$ cat src/rtl/frogger_pkg.sv
// Shared Frogger constants: playfield geometry, car bus sizing and the
// collision FSM state encoding.
package frogger_pkg;

  localparam int POS_W       = 6;
  localparam int MAX_X       = 20;
  localparam int NUM_CARS    = 10;
  localparam int CAR_LEN     = 2;
  localparam int START_LIVES = 3;
  localparam int LIVES_W     = 2;

  localparam int                NUM_LANES    = 5;
  localparam logic [POS_W-1:0]  LANE_Y_FIRST = 6'd8;
  localparam logic [POS_W-1:0]  LANE_Y_LAST  = 6'd12;

  typedef enum logic [2:0] {
    ST_IDLE     = 3'd0,
    ST_SCAN     = 3'd1,
    ST_HIT      = 3'd2,
    ST_WAIT_ACK = 3'd3,
    ST_OVER     = 3'd4
  } coll_state_e;

endpackage

$ cat src/rtl/tile_overlap.sv
// Wrap-aware overlap test of one car against the frog tile; the car covers
// X .. X+CAR_LEN-1 modulo MAX_X+1 on its own lane.
module tile_overlap #(
  parameter int POS_W   = frogger_pkg::POS_W,
  parameter int MAX_X   = frogger_pkg::MAX_X,
  parameter int CAR_LEN = frogger_pkg::CAR_LEN
) (
  input  logic [POS_W-1:0] i_Car_X,
  input  logic [POS_W-1:0] i_Car_Y,
  input  logic [POS_W-1:0] i_Frog_X,
  input  logic [POS_W-1:0] i_Frog_Y,
  output logic             o_Match
);
  import frogger_pkg::*;

  localparam logic [POS_W:0] WRAP_C = (POS_W+1)'(MAX_X + 1);
  localparam logic [POS_W:0] LEN_C  = (POS_W+1)'(CAR_LEN);

  logic [POS_W:0] frog_ext_s;
  logic [POS_W:0] car_ext_s;
  logic [POS_W:0] dist_s;

  // Distance from car head to frog, folded into 0..MAX_X.
  always_comb begin
    frog_ext_s = {1'b0, i_Frog_X};
    car_ext_s  = {1'b0, i_Car_X};
    if (i_Frog_X < i_Car_X) begin
      dist_s = frog_ext_s + WRAP_C - car_ext_s;
    end else begin
      dist_s = frog_ext_s - car_ext_s;
    end
    o_Match = (i_Car_Y == i_Frog_Y) && (dist_s < LEN_C);
  end

endmodule

$ cat src/rtl/frog_collision_ctrl.sv
// Frame-tick collision scanner: walks the snapshotted car list one car per
// cycle, charges a life on a hit and runs the respawn handshake.
module frog_collision_ctrl #(
  parameter int NUM_CARS    = frogger_pkg::NUM_CARS,
  parameter int POS_W       = frogger_pkg::POS_W,
  parameter int MAX_X       = frogger_pkg::MAX_X,
  parameter int CAR_LEN     = frogger_pkg::CAR_LEN,
  parameter int START_LIVES = frogger_pkg::START_LIVES,
  parameter int LIVES_W     = frogger_pkg::LIVES_W
) (
  input  logic                      i_Clk,
  input  logic                      i_Rst_L,
  input  logic [NUM_CARS*POS_W-1:0] i_Car_X,
  input  logic [NUM_CARS*POS_W-1:0] i_Car_Y,
  input  logic [POS_W-1:0]          i_Frog_X,
  input  logic [POS_W-1:0]          i_Frog_Y,
  input  logic                      i_Scan_Start,
  input  logic                      i_Respawn_Ack,
  input  logic                      i_Restart,
  output logic                      o_Busy,
  output logic                      o_Hit,
  output logic                      o_Respawn,
  output logic [LIVES_W-1:0]        o_Lives,
  output logic                      o_Game_Over
);
  import frogger_pkg::*;

  localparam int                 IDX_W         = (NUM_CARS > 1) ? $clog2(NUM_CARS) : 1;
  localparam logic [IDX_W-1:0]   LAST_IDX_C    = IDX_W'(NUM_CARS - 1);
  localparam logic [IDX_W-1:0]   IDX_ONE_C     = IDX_W'(1);
  localparam logic [IDX_W-1:0]   IDX_ZERO_C    = IDX_W'(0);
  localparam logic [LIVES_W-1:0] LIVES_START_C = LIVES_W'(START_LIVES);
  localparam logic [LIVES_W-1:0] LIVES_ONE_C   = LIVES_W'(1);
  localparam logic [LIVES_W-1:0] LIVES_ZERO_C  = LIVES_W'(0);
  localparam logic [POS_W-1:0]   POS_ZERO_C    = POS_W'(0);

  coll_state_e        state_r;
  logic [POS_W-1:0]   car_x_r [NUM_CARS];
  logic [POS_W-1:0]   car_y_r [NUM_CARS];
  logic [POS_W-1:0]   frog_x_r;
  logic [POS_W-1:0]   frog_y_r;
  logic [IDX_W-1:0]   idx_r;
  logic               busy_r;
  logic               hit_r;
  logic               respawn_r;
  logic               over_r;
  logic [LIVES_W-1:0] lives_r;

  logic [POS_W-1:0]   sel_x_s;
  logic [POS_W-1:0]   sel_y_s;
  logic [LIVES_W-1:0] lives_dec_s;
  logic               match_s;

  // Current scan candidate and saturating life decrement.
  always_comb begin
    sel_x_s = car_x_r[idx_r];
    sel_y_s = car_y_r[idx_r];
    if (lives_r == LIVES_ZERO_C) begin
      lives_dec_s = LIVES_ZERO_C;
    end else begin
      lives_dec_s = lives_r - LIVES_ONE_C;
    end
  end

  tile_overlap #(
    .POS_W   (POS_W),
    .MAX_X   (MAX_X),
    .CAR_LEN (CAR_LEN)
  ) u_tile_overlap (
    .i_Car_X  (sel_x_s),
    .i_Car_Y  (sel_y_s),
    .i_Frog_X (frog_x_r),
    .i_Frog_Y (frog_y_r),
    .o_Match  (match_s)
  );

  // Collision FSM with snapshot, index, lives and registered flags.
  always_ff @(posedge i_Clk or negedge i_Rst_L) begin
    if (!i_Rst_L) begin
      state_r   <= ST_IDLE;
      for (int i = 0; i < NUM_CARS; i++) begin
        car_x_r[i] <= POS_ZERO_C;
        car_y_r[i] <= POS_ZERO_C;
      end
      frog_x_r  <= POS_ZERO_C;
      frog_y_r  <= POS_ZERO_C;
      idx_r     <= IDX_ZERO_C;
      busy_r    <= 1'b0;
      hit_r     <= 1'b0;
      respawn_r <= 1'b0;
      over_r    <= 1'b0;
      lives_r   <= LIVES_START_C;
    end else if (i_Restart) begin
      state_r   <= ST_IDLE;
      idx_r     <= IDX_ZERO_C;
      busy_r    <= 1'b0;
      hit_r     <= 1'b0;
      respawn_r <= 1'b0;
      over_r    <= 1'b0;
      lives_r   <= LIVES_START_C;
    end else begin
      hit_r <= 1'b0;
      case (state_r)
        ST_IDLE: begin
          if (i_Scan_Start) begin
            for (int i = 0; i < NUM_CARS; i++) begin
              car_x_r[i] <= i_Car_X[i*POS_W +: POS_W];
              car_y_r[i] <= i_Car_Y[i*POS_W +: POS_W];
            end
            frog_x_r <= i_Frog_X;
            frog_y_r <= i_Frog_Y;
            idx_r    <= IDX_ZERO_C;
            busy_r   <= 1'b1;
            state_r  <= ST_SCAN;
          end
        end
        ST_SCAN: begin
          if (match_s) begin
            hit_r   <= 1'b1;
            lives_r <= lives_dec_s;
            state_r <= ST_HIT;
          end else if (idx_r == LAST_IDX_C) begin
            busy_r  <= 1'b0;
            state_r <= ST_IDLE;
          end else begin
            idx_r <= idx_r + IDX_ONE_C;
          end
        end
        ST_HIT: begin
          // lives_r already holds the post-hit count here.
          if (lives_r == LIVES_ZERO_C) begin
            over_r    <= 1'b1;
            respawn_r <= 1'b0;
            busy_r    <= 1'b0;
            state_r   <= ST_OVER;
          end else begin
            respawn_r <= 1'b1;
            state_r   <= ST_WAIT_ACK;
          end
        end
        ST_WAIT_ACK: begin
          if (i_Respawn_Ack) begin
            respawn_r <= 1'b0;
            busy_r    <= 1'b0;
            state_r   <= ST_IDLE;
          end
        end
        ST_OVER: begin
          over_r    <= 1'b1;
          respawn_r <= 1'b0;
          busy_r    <= 1'b0;
        end
        default: begin
          busy_r    <= 1'b0;
          respawn_r <= 1'b0;
          state_r   <= ST_IDLE;
        end
      endcase
    end
  end

  assign o_Busy      = busy_r;
  assign o_Hit       = hit_r;
  assign o_Respawn   = respawn_r;
  assign o_Lives     = lives_r;
  assign o_Game_Over = over_r;

endmodule

$ cat config.mk
export PLATFORM = sky130hd
export DESIGN_NAME = frog_collision_ctrl
export DESIGN_NICKNAME = d
export VERILOG_FILES = /design/src/rtl/frogger_pkg.sv /design/src/rtl/tile_overlap.sv /design/src/rtl/frog_collision_ctrl.sv
export SDC_FILE = /design/constraint.sdc
export NUM_CORES = 1
export LEC_CHECK = 0
export CORE_ASPECT_RATIO = 2
export CORE_UTILIZATION = 52
export DETAILED_ROUTE_END_ITERATION = 10
export PLACE_DENSITY = 0.8
export RECOVER_POWER = 50
export SLEW_MARGIN = 30
export SYNTH_ARGS = -nofsm -noshare
export SYNTH_HDL_FRONTEND = slang
export SYNTH_SLANG_ARGS = --single-unit
$ cat constraint.sdc
create_clock -name i_Clk -period 5.8 [get_ports i_Clk]
set_input_delay 1.16 -clock i_Clk [delete_from_list [all_inputs] [get_ports i_Clk]]
set_output_delay 1.16 -clock i_Clk [all_outputs]
set_load 0.02 [all_outputs]
# After elaboration in Yosys (flattened, before gate mapping)
# Cells that the tools add are included.
[totals]
reg_bits = 145
in_bits = 137
word_cells = 108
[op_classes]
n_addsub = 5
magnitude_cmp = 3
eq_ne = 15
mux = 39
bitwise_logic = 2
reduce_logical = 15
[ops]
columns = ["cell", "n"]
rows = [
  ["$bmux 6 s4", 2],
  ["$mux 6", 4],
  ["$mux 3", 6],
  ["$ne 3x3->1 const B", 6],
  ["$mux 4", 4],
  ["$pmux 3 s5", 1],
  ["$mux 1", 13],
  ["$mux 2", 4],
  ["$pmux 4 s2", 1],
  ["$reduce_and 4->1", 2],
  ["$add 6x5->7 const B", 1],
  ["$lt 7x2->1 const B", 1],
  ["$mux 7", 1],
  ["$sub 6x6->7", 1],
  ["$sub 7x6->7", 1],
  ["$eq 3x2->1 const B", 2],
  ["$eq 6x6->1", 1],
  ["$lt 6x6->1", 1],
  ["$reduce_and 2->1", 3],
  ["$reduce_bool 3->1", 2],
  ["$ge 5x5->1 const B", 1],
  ["$not 4->5", 1],
  ["$reduce_and 5->1", 1],
  ["$add 4x1->4 const B", 1],
  ["other kinds (17)", 18],
]

# Logic depth before layout (Yosys ltp)
[logic_depth]
ltp_word = 11
ltp_mapped = 20
ltp_nobuf = 16

# Cells and area by module
# From an unflattened synthesis, not the netlist that was laid out.
[unflattened]
cells_unflattened = 496
hier_area_um2 = 7035.5
[modules_own_cells]
columns = ["mod", "instances", "cells_per_inst", "area_each_um2"]
rows = [
  ["frog_collision_ctrl", 1, 426, 6463.7],
  ["tile_overlap", 1, 70, 571.8],
]

# Worst setup path after synthesis
# No wires, ideal clock.
[synth_timing]
path_type = "register to register"
start = "reg idx_r[0]"
end = "reg state_r[0]"
setup_time_ns = 0.126
arrival_ns = 4.404
t_required_ns = 5.674
path_slack_ns = 1.270
path_stages_with_launch = 21
path_buffers = 5
cell_sequence = "dfrtp_1 > buf_6 > buf_12 > buf_8 > buf_4 > buf_1 > mux2i_1 > o22a_1 > ha_1 > inv_1 > ha_1 > inv_1 > fa_1 > inv_1 > a2111oi_0 > nand3_1 > a21oi_1 > a21oi_1 > mux2i_1 > a211oi_1 > a311o_1"
[synth_via]
elab_chain_len = 11
elab_cells_between_ends = 20
[synth_lines]
columns = ["item", "line_no", "source"]
rows = [
  ["start: declaration", "frog_collision_ctrl.sv:42", "logic [IDX_W-1:0] idx_r;"],
  ["start signal: assignment", "frog_collision_ctrl.sv:126", "idx_r <= idx_r + IDX_ONE_C;"],
  ["$not 4->5 (not written as such)", "frog_collision_ctrl.sv:56, frog_collision_ctrl.sv:57", ""],
  ["$bmux 6 s4", "frog_collision_ctrl.sv:56", "sel_x_s = car_x_r[idx_r];"],
  ["$mux 6 (not written as such) (2 in a row)", "frog_collision_ctrl.sv:56", ""],
  ["$sub 7x6->7, or another cell as far along", "tile_overlap.sv:28", "dist_s = frog_ext_s + WRAP_C - car_ext_s;"],
  ["$mux 7", "tile_overlap.sv:27", "if (i_Frog_X < i_Car_X) begin"],
  ["$lt 7x2->1", "tile_overlap.sv:32", "o_Match = (i_Car_Y == i_Frog_Y) && (dist_s < LEN_C);"],
  ["$logic_and 1x1->1", "tile_overlap.sv:32", ""],
  ["$mux 3", "frog_collision_ctrl.sv:118", "if (match_s) begin"],
  ["$pmux 3 s5", "frog_collision_ctrl.sv:103", "case (state_r)"],
  ["$mux 3", "frog_collision_ctrl.sv:93", "end else if (i_Restart) begin"],
  ["end signal: assignment", "frog_collision_ctrl.sv:94", "state_r <= ST_IDLE;"],
  ["end signal: assignment", "frog_collision_ctrl.sv:121", "state_r <= ST_HIT;"],
  ["end signal: assignment", "frog_collision_ctrl.sv:124", "state_r <= ST_IDLE;"],
  ["end: declaration", "frog_collision_ctrl.sv:37", "coll_state_e state_r;"],
]
# Parallel ways exist; a longest one is shown, timed or not. The select of a mux whose other input is x is not followed.
# A chain may end at the register's enable or synchronous reset.

# Worst setup path in the final report
[layout_timing]
start = "reg idx_r[0]"
end = "reg lives_r[0], in the netlist o_Lives[0]"
[layout_via]
elab_chain_len = 10
elab_cells_between_ends = 16
[layout_lines]
columns = ["item", "line_no", "source"]
rows = [
  ["$not 4->5 (not written as such) *", "frog_collision_ctrl.sv:56, frog_collision_ctrl.sv:57", ""],
  ["$bmux 6 s4", "frog_collision_ctrl.sv:56", ""],
  ["$mux 6 (not written as such) (2 in a row)", "frog_collision_ctrl.sv:56", ""],
  ["$sub 7x6->7, or another cell as far along", "tile_overlap.sv:28", ""],
  ["$mux 7", "tile_overlap.sv:27", ""],
  ["$lt 7x2->1", "tile_overlap.sv:32", ""],
  ["$logic_and 1x1->1 *", "tile_overlap.sv:32", ""],
  ["$reduce_bool 2->1 (no line) *", "-", ""],
  ["$reduce_and 2->1 (no line) *", "-", ""],
  ["end signal: assignment", "frog_collision_ctrl.sv:120", "lives_r <= lives_dec_s;"],
  ["end: declaration", "frog_collision_ctrl.sv:47", "logic [LIVES_W-1:0] lives_r;"],
]
# Every way passes the cells marked *; elsewhere a longest branch is shown, timed or not. The select of a mux whose other input is x is not followed.

==> results.py <==
metrics = {
    "outcome": {
        "status": "complete, but fails checks",
        "violations": "capacitance limit, slew limit",
    },
    "floorplan": {
        "die_area_um2": 14500,
        "die_w_um": 85.6,
        "die_h_um": 169,
        "core_um2": 13600,
        "row_count": 60,
        "start_util": 0.535,
        "io_pins": 143,
    },
    "worst_setup_path": {
        "critPathMaxFanout": 20,
        "critical_path.top_delay_family": "compound AO/OA/AOI/OAI gates",
        "crit_end": "o_Lives[0]$_DFFE_PN1P_",
        "r2r_cells": 16,
        "start_kind": "flip-flop",
        "worst-r2r-setup-slack_ns": 0.93,
        "crit_buf_inv": 3,
        "path_cells": "mux4_2 > mux2i_1 > o22a_1 > ha_1 > inv_1 > ha_1 > inv_1 > fa_1 > inv_1 > a2111oi_0 > nand3_1 > a21oi_1 > a21oi_1 > mux2i_1 > nand2_1 > o32ai_2",
        "slowest_stage": "dfrtp_2",
        "critical_path.endpoint_type": "flip-flop",
        "required_ns": 6.12,
        "r2r-end": "o_Lives[0]$_DFFE_PN1P_",
        "crit_arrival_ns": 5.19,
        "path_class": "reg -> reg",
        "crit_cells": 16,
        "slowest_delay_ns": 0.81,
        "worstSetupStartpoint": "idx_r[0]$_DFFE_PN0P_",
        "crit_top_cell": "inv_1",
        "regToRegStartpoint": "idx_r[0]$_DFFE_PN0P_",
    },
    "timing": {
        "hold_viol": 0,
        "setup_viol": 0,
        "worstMarginPinSlew_ns": 3.19,
        "finalCritPeriodShare": 0.840,
        "rsz0062_at_grt": "no",
        "tns_ns": 0,
        "layout_min_cycle_time_ns": 4.87,
        "fin_ws_ns": 0.930,
        "fmax_ghz": 0.205,
        "fin_worst_skew_ns": 0.00817,
        "max_slew_margin": -1.13,
        "drv_slew": 63,
    },
    "synthesis": {
        "syn-num-nets": 701,
        "yosys.cell_types.count": 62,
        "post-synth-top-area-cell": "dfrtp_1",
        "synth_area_um2": 7280,
        "synth.most_common_cell": "dfrtp_1",
        "ys_async_sr_fraction": 1.00,
        "synth_area_leaders": "dfrtp_1 (49%), mux2_2 (20%), mux4_2 (4.0%), mux2i_1 (3.0%), mux4_1 (2.9%)",
        "ys_ff_latch": 145,
        "yosysTopAreaCellShare": 0.492,
        "synthFlopType": "dfrtp_1",
        "yosysSeqAreaShare": 0.499,
        "yosys-top-cells-count": "dfrtp_1 (143), mux2_2 (131), inv_1 (22), mux2i_1 (22), nand2_1 (22)",
        "yosys_warnings": 0,
        "postSynthCellCount": 546,
        "syn_area_per_cell_um2": 13.3,
        "synth_edf_count": 0,
    },
    "grt": {
        "track_usage": 0.262,
        "antenna_found_initial": 0,
        "globalRoute.totalOverflow": 0,
        "grt_max_degree": 85,
        "grt_pass1_vias": 5571,
        "grt_pass1_wl_mm": 28.5,
    },
    "routing": {
        "drc_errors": 0,
        "antenna_left": 0,
        "vias": 5065,
        "firstDrtPassIters": 6,
        "drt-initial-drc-count": 357,
        "wl_mm": 17.6,
        "wl_per_cell_um": 20.0,
        "post_drt_via_cell_ratio": 5.75,
    },
    "placed_design": {
        "dpl_worst_slack_ns": 0.932,
        "io_buffers": 142,
        "gp_congestion": 0.907,
        "dpl.hpwl_mm": 12.8,
        "placed_cell_area_um2": 8840,
    },
    "power": {
        "power.density_nw_per_um2": 370,
        "leakage_nw": 3.82,
        "peakVddDrop_uv": 240,
        "power.total_w": 0.00349,
    },
    "worst_hold_path": {
        "hp-class": "reg -> reg",
    },
    "finish": {
        "n_antenna_cell": 0,
        "utilization": 0.695,
        "syn2layout_area_growth_pct": 29.7,
        "fin_area_um2": 9440,
        "drive_above_1_share": 0.278,
        "nNetsFinal": 837,
    },
    "clock_network": {
        "clock-root-buffer": "clkbuf_16",
        "post_cts_buffers": 0,
        "cts_tree": "done",
        "ctsHoldBuffers": 0,
        "insertion_delay_ns": 0.41,
        "cts_buffer_depth": 2,
        "clkSinkCount": 145,
        "clkSlewWorstSetupHoldPaths_ns": 0.07,
        "ctsResizeCount": 0,
        "cts_buffers": 17,
        "cts_max_level": 4,
    },
    "flow_run": {
        "max_cap_violations": 1,
    },
}
stage by stage:
step | hold WS (ns) | cells
2_1_floorplan | 0.472 | 546
3_3_place_gp | 0.482 | 849
3_5_place_dp | 0.488 | 849
4_1_cts | 0.504 | 881
5_1_grt | 0.511 | 881
6_report | 0.500 | 881
power breakdown:
| part | total [W] | internal (W) | switching [W] |
|---|---|---|---|
| sequential | 0.00142 | 0.00126 | 0.000157 |
| clock | 0.00112 | 0.000622 | 0.000495 |
| combinational | 0.000962 | 0.000545 | 0.000417 |
| total | 0.00349 | 0.00243 | 0.00107 |
placed cells by master, fill, tap and decap left out, types with 5 or more instances in the layout:
master	netlist	layout
mux2i_1	22	22
mux4_2	13	13
inv_1	22	22
a21oi_1	11	11
o21ai_0	10	10
inv_6	0	5
clkdlybuf4s50_1	0	140
clkbuf_16	0	17
nand2_1	22	22
nor3_1	10	10
nand3_1	11	11
mux4_1	8	8
inv_8	0	6
nor2b_1	5	5
a31oi_1	5	5
and3_1	6	5
mux2_2	131	131
nor2_1	18	18
dfrtp_1	143	142
o22a_1	6	6
ha_1	15	15
registers in the layout (all words and copies together) (netlist names):
name / flops
o_Hit: 1
o_Respawn: 1
o_Busy: 1
frog_x_r: 6
frog_y_r: 6
car_x_r: 60
o_Game_Over: 1
o_Lives: 2
state_r: 3
idx_r: 4
car_y_r: 60
layer usage:
layer | part of all wire | global-route usage | vias up
li1 | - | - | 2299
met1 | 0.34 | 0.282 | 2573
met2 | 0.58 | 0.490 | 153
met3 | 0.039 | 0.0496 | 40
met4 | 0.035 | 0.112 | 0
met5 | 0 | 0 | -
logic make-up (layout without fill, tap and decap cells):
logic type,count (synthesis),in the layout,share of synthesized area
compound gates,67,67,0.0666
xor+xnor,4,4,0.00482
fa+ha+maj,18,18,0.0341
buf+inv,54,203,0.0337
flops,145,145,0.499
mux,175,175,0.304
simple gates,83,83,0.0576
final cells by class:
type | instances | area [µm²]
well taps | 186 | 233
flip-flops and latches | 145 | 3630
repair buffers | 148 | 1480
clock buffers | 17 | 425
inverters | 23 | 86.3
clock inverters | 15 | 181
fillers | 958 | 4150
multi-input cells | 347 | 3400
worst min path at each step:
stage | startpoint | to | cells after the start
after global placement | car_y_r[19]$_DFFE_PN0P_ | car_y_r[19]$_DFFE_PN0P_ | 1
after global routing | car_y_r[29]$_DFFE_PN0P_ | car_y_r[29]$_DFFE_PN0P_ | 1
after floorplan | car_x_r[24]$_DFFE_PN0P_ | car_x_r[24]$_DFFE_PN0P_ | 1
after detailed placement | car_y_r[48]$_DFFE_PN0P_ | car_y_r[48]$_DFFE_PN0P_ | 1
after CTS | car_y_r[48]$_DFFE_PN0P_ | car_y_r[48]$_DFFE_PN0P_ | 1
final | car_y_r[48]$_DFFE_PN0P_ | car_y_r[48]$_DFFE_PN0P_ | 1
Power figures use the tool's default switching activity.
